==> config.mk <==
export PLATFORM = sky130hd
export DESIGN_NAME = riscv_test_monitor
export DESIGN_NICKNAME = d
export VERILOG_FILES = /design/src/rtl/riscv_test_monitor.sv
export SDC_FILE = /design/constraint.sdc
export NUM_CORES = 1
export LEC_CHECK = 0
export BUFFER_PORTS_ARGS = -buffer_cell sky130_fd_sc_hd__clkbuf_2
export CAP_MARGIN = 0
export CORE_MARGIN = 5
export CORE_UTILIZATION = 45
export CTS_CLUSTER_SIZE = 20
export DETAILED_ROUTE_END_ITERATION = 10
export GPL_ROUTABILITY_DRIVEN = 0
export GPL_TIMING_DRIVEN = 0
export PLACE_DENSITY_LB_ADDON = 0.1
export RECOVER_POWER = 100
export SLEW_MARGIN = 20
export SYNTH_ARGS = -nofsm -noshare
export SYNTH_HDL_FRONTEND = slang
export SYNTH_SLANG_ARGS = --single-unit
==> constraint.sdc <==
create_clock -name clk -period 2.7 [get_ports clk]
set_clock_uncertainty 0.05 [all_clocks]
set_input_delay 0.405 -clock clk [delete_from_list [all_inputs] [get_ports clk]]
set_output_delay 0.405 -clock clk [all_outputs]
set_load 0.01 [all_outputs]
==> src/rtl/riscv_test_monitor.sv <==
// rtl/riscv_test_monitor.sv - end-of-test monitor: pass/fail/timeout status, fail number, cycle/instret counts
module riscv_test_monitor #(
    parameter int              XLEN           = 32,
    parameter int              MODE           = 0,
    parameter logic [XLEN-1:0] HALT_PC        = 32'h44,
    parameter logic [XLEN-1:0] TOHOST_ADDR    = 32'h1000,
    parameter int              TIMEOUT_CYCLES = 5000,
    parameter int              CNT_W          = 32
) (
    input  logic             clk,
    input  logic             rst,
    input  logic             retire,
    input  logic [XLEN-1:0]  pc,
    input  logic [XLEN-1:0]  gp,
    input  logic             st_we,
    input  logic [XLEN-1:0]  st_addr,
    input  logic [XLEN-1:0]  st_data,
    output logic             done,
    output logic             done_pulse,
    output logic             pass,
    output logic             fail,
    output logic             timeout,
    output logic [XLEN-1:0]  fail_num,
    output logic [CNT_W-1:0] cycles,
    output logic [CNT_W-1:0] instret
);

    typedef enum logic {S_RUN, S_DONE} state_t;

    localparam logic [CNT_W-1:0] TO_LAST  = CNT_W'(TIMEOUT_CYCLES - 1);
    localparam logic [XLEN-1:0]  CODE_OK  = {{(XLEN-1){1'b0}}, 1'b1};
    localparam logic [CNT_W-1:0] CNT_MAX  = '1;

    state_t            state, state_nx;
    logic              evt;
    logic              to_evt;
    logic [XLEN-1:0]   code;
    logic [CNT_W-1:0]  cycles_inc;
    logic [CNT_W-1:0]  instret_inc;

    always_comb begin
        evt         = 1'b0;
        code        = gp;
        to_evt      = 1'b0;
        state_nx    = state;
        cycles_inc  = (cycles  == CNT_MAX) ? cycles  : cycles  + 1'b1;
        instret_inc = (instret == CNT_MAX) ? instret : instret + 1'b1;
        if (MODE == 0) begin
            evt  = retire && (pc == HALT_PC);
            code = gp;
        end else begin
            // stores with bit 0 clear are syscalls, not completions
            evt  = st_we && (st_addr == TOHOST_ADDR) && st_data[0];
            code = st_data;
        end
        // completion takes priority over a coincident timeout
        to_evt = (TIMEOUT_CYCLES != 0) && (cycles == TO_LAST) && !evt;
        if (state == S_RUN && (evt || to_evt))
            state_nx = S_DONE;
    end

    always_ff @(posedge clk) begin
        if (!rst) begin
            state      <= S_RUN;
            done       <= 1'b0;
            done_pulse <= 1'b0;
            pass       <= 1'b0;
            fail       <= 1'b0;
            timeout    <= 1'b0;
            fail_num   <= '0;
            cycles     <= '0;
            instret    <= '0;
        end else begin
            state      <= state_nx;
            done_pulse <= 1'b0;
            if (state == S_RUN) begin
                cycles <= cycles_inc;
                if (retire)
                    instret <= instret_inc;
                if (evt) begin
                    done       <= 1'b1;
                    done_pulse <= 1'b1;
                    if (code == CODE_OK) begin
                        pass <= 1'b1;
                    end else begin
                        fail     <= 1'b1;
                        fail_num <= code >> 1;
                    end
                end else if (to_evt) begin
                    done       <= 1'b1;
                    done_pulse <= 1'b1;
                    timeout    <= 1'b1;
                end
            end
        end
    end

endmodule

==> results of run 1 <==
area by class of cell:
type	instances	area share
multi-input cells	449	0.442
flip-flops and latches	100	0.335
repair buffers	170	0.123
well taps	136	0.0285
plain buffers	36	0.0249
clock buffers	9	0.0207
clock inverters	7	0.0165
inverters	15	0.00942
layout by cell type (no fill, tap or decap), drive strengths merged, types with 6 or more instances in the layout:
master and instances:
o21ai 54, nand3 55, nand2b 7, or3 26, nand4 23, nor4 31, inv 16, clkbuf 206
o31ai 20, xor2 6, nor2 23, mux2i 9, a21oi 70, buf 9, dfxtp 100, or4 25
nand2 49, nor3 8
cell families (layout without fill, tap and decap cells):
family | count (synthesis) | after routing
AND/OR/NAND/NOR | 265 | 265
AO/OA/AOI/OAI | 161 | 161
flip-flops | 100 | 100
buffers and inverters | 51 | 237
XOR/XNOR | 11 | 11
multiplexers | 9 | 9
adder cells (fa/ha/maj) | 2 | 2
other | 1 | 1
synth_stat cells, types with 2 or more instances:
cell type / instances
clkbuf_1: 31
nor2_1: 23
nand2_1: 48
nand3_1: 55
nor3_1: 8
ha_1: 2
nor4_1: 30
or4_4: 2
o21a_1: 2
or4_1: 23
xor2_1: 6
and4_1: 2
o21ai_0: 54
a31oi_1: 2
or3_1: 23
nand2b_1: 7
dfxtp_1: 100
xnor2_1: 5
a211oi_1: 2
o31ai_1: 18
buf_4: 3
mux2i_1: 9
nor4b_1: 5
or3_2: 2
nand4_1: 22
or2_2: 4
buf_2: 2
inv_1: 15
and3_1: 3
o211ai_1: 3
a21oi_1: 70
how the worst min path moves through the flow:
stage,endpoint,slack (ns),depth (start not counted)
after floorplan,pass$_SDFFE_PN0P_,0.42,2
after global placement,pass$_SDFFE_PN0P_,0.39,2
after detailed placement,pass$_SDFFE_PN0P_,0.40,2
after CTS,fail_num[15]$_SDFFE_PN0P_,0.20,3
after global routing,fail_num[15]$_SDFFE_PN0P_,0.20,3
final,fail_num[15]$_SDFFE_PN0P_,0.22,3
registers in the layout, summed over array words and instances (netlist names):
name / cells
cycles: 32
instret: 32
fail_num: 31
done: 1
done_pulse: 1
fail: 1
pass: 1
timeout: 1
metrics by stage:
step	power [W]	instances	setup WS (ns)	hold slack, ns	setup TNS [ns]
6_report	0.00273	922	0.0864	0.222	0
5_1_grt	0.00283	922	-0.00808	0.205	-0.0135
4_1_cts	0.00274	918	0.117	0.201	0
3_5_place_dp	0.00167	902	0.0148	0.397	0
3_3_place_gp	0.00167	902	0.0764	0.386	0
2_1_floorplan	0.00158	600	0.481	0.420	0
metal layers:
metal,wire length (um),global-route usage
met2,7850,0.411
met5,0,0
met4,232,0.0609
met1,6960,0.306
met3,904,0.0493
critical path: cells and delay by family, from the launching register on:
kind / cells / cell delay (ns)
DFF: 1 / 0.53
AOI/OAI and AO/OA: 1 / 0.15
and+or+nand+nor: 3 / 1.52
buffers and inverters: 1 / 0.30
timing repair:
action                                  CTS  global route
gates resized for setup                   0             2
endpoints found under the setup margin    0            10
buffers inserted                          0             4
power by group through the flow:
stage,Sequential (W),Combinational (W),Clock (W)
2_1_floorplan,0.00153,0.0000551,0
4_1_cts,0.00149,0.000144,0.00111
3_3_place_gp,0.00153,0.000141,0
5_1_grt,0.00150,0.000162,0.00118
6_report,0.00149,0.000147,0.00109
3_5_place_dp,0.00153,0.000144,0
==> reports/results.ini, run 1 <==
[grt]
antenna_found_initial=0
grt_overflow=0
grt_max_degree=18
grt_pass1_wl_mm=25.6
grt_pass1_vias=5214
grt_use_total=0.239

[synthesis]
synthFlopType=dfxtp_1
synthXorXnorAreaFrac=0.0199
synth_fp_nets=734
syn_inst=600
ys_seq_area_frac=0.414
synth_area_um2=4840
postSynth.asyncResetShare=0
synth_cell_type_count=50
ys_ff_latch=100
syn_area_per_cell_um2=8.07
synthTopCellsByArea=dfxtp_1, a21oi_1, nand3_1
synth_top_family_by_area=simple AND/OR/NAND/NOR gates
synth_top_area_frac=0.414
ys_warn_count=0
synth_compound_gate_area_share=0.193
synth-simple-area-share=0.306
synth-edff-count=0
synth_top_cell_by_area=dfxtp_1
synthAdderAreaFrac=0.00517
synthMuxAreaShare=0.0186

[detailed_routing]
drc_errors=0
wirelength_mm=15.9
wl_per_cell_um=17.3
via_count=5413
drtIter0Drc=354
ant_nets=0
drt-vias-per-instance=5.87
drtPass1Iterations=5

[min_path]
hp-start=gp[16]
hold_class=input port to register

[clocking]
clk_latency_ns=0.37
root_buffer=clkbuf_8
path_clk_slew_ns=0.11
htreeDepth=3
cts-buffers-inserted=9
cts.sinks=100
cts_tree=yes
postCtsHoldBufs=0
cts_buffer_depth=2

[setup_path]
slowest_stage=or4_1
reg2reg_from=cycles[3]$_SDFFE_PN0P_
cp-startpoint=cycles[3]$_SDFFE_PN0P_
arrival_ns=2.87
reg2reg_slack_ns=0.09
cp_common_cell=or4_1
critical_path.cell_chain=nand4_1 -> or4_1 -> clkbuf_1 -> or4_1 -> a21oi_1
critical_path_class=register to register
endpoint_kind=register
critPathLaunchType=register
cp_max_fo=10
crit_path_max_incr_delay_ns=0.68
required_ns=2.95
reg2reg_depth=5
reg2reg_to=cycles[19]$_SDFFE_PN0P_
crit_path_end=cycles[19]$_SDFFE_PN0P_

[pwr]
clkPwrFrac=0.400
power.density_nw_per_um2=458
leakagePower_nw=1.86
comb_power_share=0.054
switching_share=0.243
p_int_w=0.00207
vdd_drop_max_v=0.000216
switching_power_w=0.000664
p_seq_frac=0.546

[die]
coreArea_um2=10400
std_cell_rows=37
io_pins=233
die_w_um=114
dieArea_um2=12900
die_h_um=114
initial_core_util=0.465

[layout]
drive_gt1_frac=0.136
nets=915
syn_to_final_growth_pct=23.5
n_fill_cell=1083
design_area_um2=5980
diodes=0
area.sequential_um2=2000
multi_input_area_um2=2640
fin_util=0.574

[sta]
relSlewSlack=0.389
fmax_mhz=383
final-hold-violation-count=0
period_needed_ns=2.61
period_share=0.968
drv_slew=0
worst_pin_slew_ns=0.908
setup_violations=0

[placement]
dp.final_hpwl_mm=12.1
placed_cell_area_um2=5840
port_buffers=166

[job]
drv_cap=0

[run_status]
status=complete, no violations

No activity file was read; power rests on OpenSTA's default activity.
==> run 2: changes to the inputs <==
==> constraint.sdc (replaced) <==
create_clock -name clk -period 2.47 [get_ports clk]
set_clock_uncertainty 0.05 [all_clocks]
set_input_delay 0.494 -clock clk [delete_from_list [all_inputs] [get_ports clk]]
set_output_delay 0.494 -clock clk [all_outputs]
set_load 0.01 [all_outputs]
==> reports/results.ini, run 2 (synthesis results as in run 1) <==
[clocking]
cts-buffers-inserted=9  ; unchanged
root_buffer=clkbuf_8
clk_latency_ns=0.37  ; about the same
path_clk_slew_ns=0.10  ; about the same
htreeDepth=3  ; unchanged
cts_buffer_depth=2  ; unchanged
cts.sinks=100  ; unchanged
postCtsHoldBufs=0  ; unchanged
cts_tree=yes

[setup_path]
cp_max_fo=7  ; -3
critical_path_class=register to register
slowest_stage=or4_4
cp-startpoint=instret[14]$_SDFFE_PN0P_
reg2reg_from=instret[14]$_SDFFE_PN0P_
required_ns=2.72  ; -0.23 ns
critPathLaunchType=register
endpoint_kind=register
crit_path_max_incr_delay_ns=0.61  ; -0.07 ns
arrival_ns=2.64  ; -0.23 ns
critical_path.cell_chain=nand3_1 -> or4_4 -> or4_1 -> or3_1 -> a21oi_1

[grt]
grt_use_met2=0.415  ; +0.00353
antenna_found_initial=0  ; unchanged
busiest_layer=met2
grt_overflow=0  ; unchanged
grt_pass1_wl_mm=25.7  ; +0.38%
grt_pass1_vias=5234  ; +0.38%
grt_use_total=0.240  ; +0.00100
use_met1=0.306  ; unchanged
grt_util_met3=0.0499  ; +0.000531
grt_max_degree=18  ; unchanged

[detailed_routing]
drc_errors=0  ; unchanged
wl_per_cell_um=17.5  ; +1.3%
drt-vias-per-instance=5.95  ; +1.4%
wirelength_mm=16.2  ; +1.8%
drtPass1Iterations=5  ; unchanged
drtIter0Drc=379  ; +7.1%
via_count=5518  ; +1.9%
ant_nets=0  ; unchanged

[layout]
reg_top3=cycles x32, instret x32, fail_num x31
drive_gt1_frac=0.172  ; +0.0358
final_common_cell=clkbuf_1
nets=920  ; +0.55%
fin_cells=927  ; +0.54%
mostFrequentLayoutCells=clkbuf_1, dfxtp_1, clkbuf_2
diodes=0  ; unchanged
syn_to_final_growth_pct=25.7
fin_util=0.584  ; +0.0106

[pwr]
vdd_drop_max_v=0.000241  ; +12%
power.density_nw_per_um2=490  ; +7.1%
leakagePower_nw=1.91  ; +3.1%

[min_path]
hold_class=input port to register
hp-start=gp[16]

[sta]
holdWs_ns=0.314  ; +0.0926 ns
final-hold-violation-count=0  ; unchanged
worst_pin_slew_ns=0.782  ; -0.126 ns
drv_slew=0  ; unchanged
rsz0062_at_grt=no
relSlewSlack=0.472  ; +0.0830
period_share=0.966  ; -0.00228
period_needed_ns=2.39  ; -0.228 ns
fmax_mhz=419  ; +9.6%
setup_violations=0  ; unchanged

[die]
coreArea_um2=10400  ; unchanged
dieArea_um2=12900  ; unchanged
initial_core_util=0.465  ; unchanged
std_cell_rows=37  ; unchanged
die_w_um=114  ; unchanged
die_h_um=114  ; unchanged
io_pins=233  ; unchanged

[placement]
port_buffers=166  ; unchanged
dp.cells=902  ; unchanged
dp.final_hpwl_mm=12.1  ; unchanged

[job]
drv_cap=0  ; unchanged

[run_status]
status=complete, no violations

-- run 2: changes by cell type in the layout (fill, tap and decap cells not counted), sizes merged --
cell	before	now
buf	9	11
clkbuf	206	209
-- run 2: what timing repair did --
action / 4_1_cts / 5_1_grt
setup endpoints to repair: 23 / 66
resized for setup: 3 / 18
cloned: 0 / 0
pin swaps: 2 / 5
buffers inserted: 3 / 6
-- run 2: critical path: cells and delay by family, from the launching register on --
family / cells / cell delay, ns
simple gates: 4 / 1.66
flops: 1 / 0.48
compound gates: 1 / 0.14
-- run 2: worst paths after layout --
check,to,slack (ns),cells past startpoint
setup / recovery,instret[26]$_SDFFE_PN0P_,0.08,5
hold / removal,fail_num[15]$_SDFFE_PN0P_,0.31,3
setup reg to reg,instret[26]$_SDFFE_PN0P_,0.08,5
hold reg to reg,pass$_SDFFE_PN0P_,0.41,2
-- run 2: layout make-up --
type	instances	area, um^2
buffer	36	155
clock buffer	9	124
clock inverter	7	98.8
fill	1068	4330
inverter	15	56.3
multi-input combinational	449	2690
sequential	100	2010
tap	136	170
timing repair buffer	175	779
-- run 2: stage by stage --
step / instance area [um^2] / total power, W / setup WS, ns / setup TNS (ns)
2_1_floorplan: 4840 / 0.00173 / 0.251 / 0
3_3_place_gp: 5840 / 0.00182 / -0.243 / -7.06
3_5_place_dp: 5840 / 0.00183 / -0.304 / -8.70
4_1_cts: 6100 / 0.00300 / 0.00308 / 0
5_1_grt: 6090 / 0.00310 / 0.00932 / 0
6_report: 6090 / 0.00298 / 0.0847 / 0
-- run 2: power breakdown --
group	switching [W]	internal (W)
sequential	0.0000131	0.00162
clock	0.000616	0.000576
combinational	0.0000935	0.0000662
total	0.000722	0.00226
-- run 2: per-layer routing --
metal / vias to the layer above / part of all wire
met1: 2652 / 0.43
met3: 27 / 0.060
met4: 0 / 0.016
li1: 2629 / -
met5: - / 0
met2: 210 / 0.49
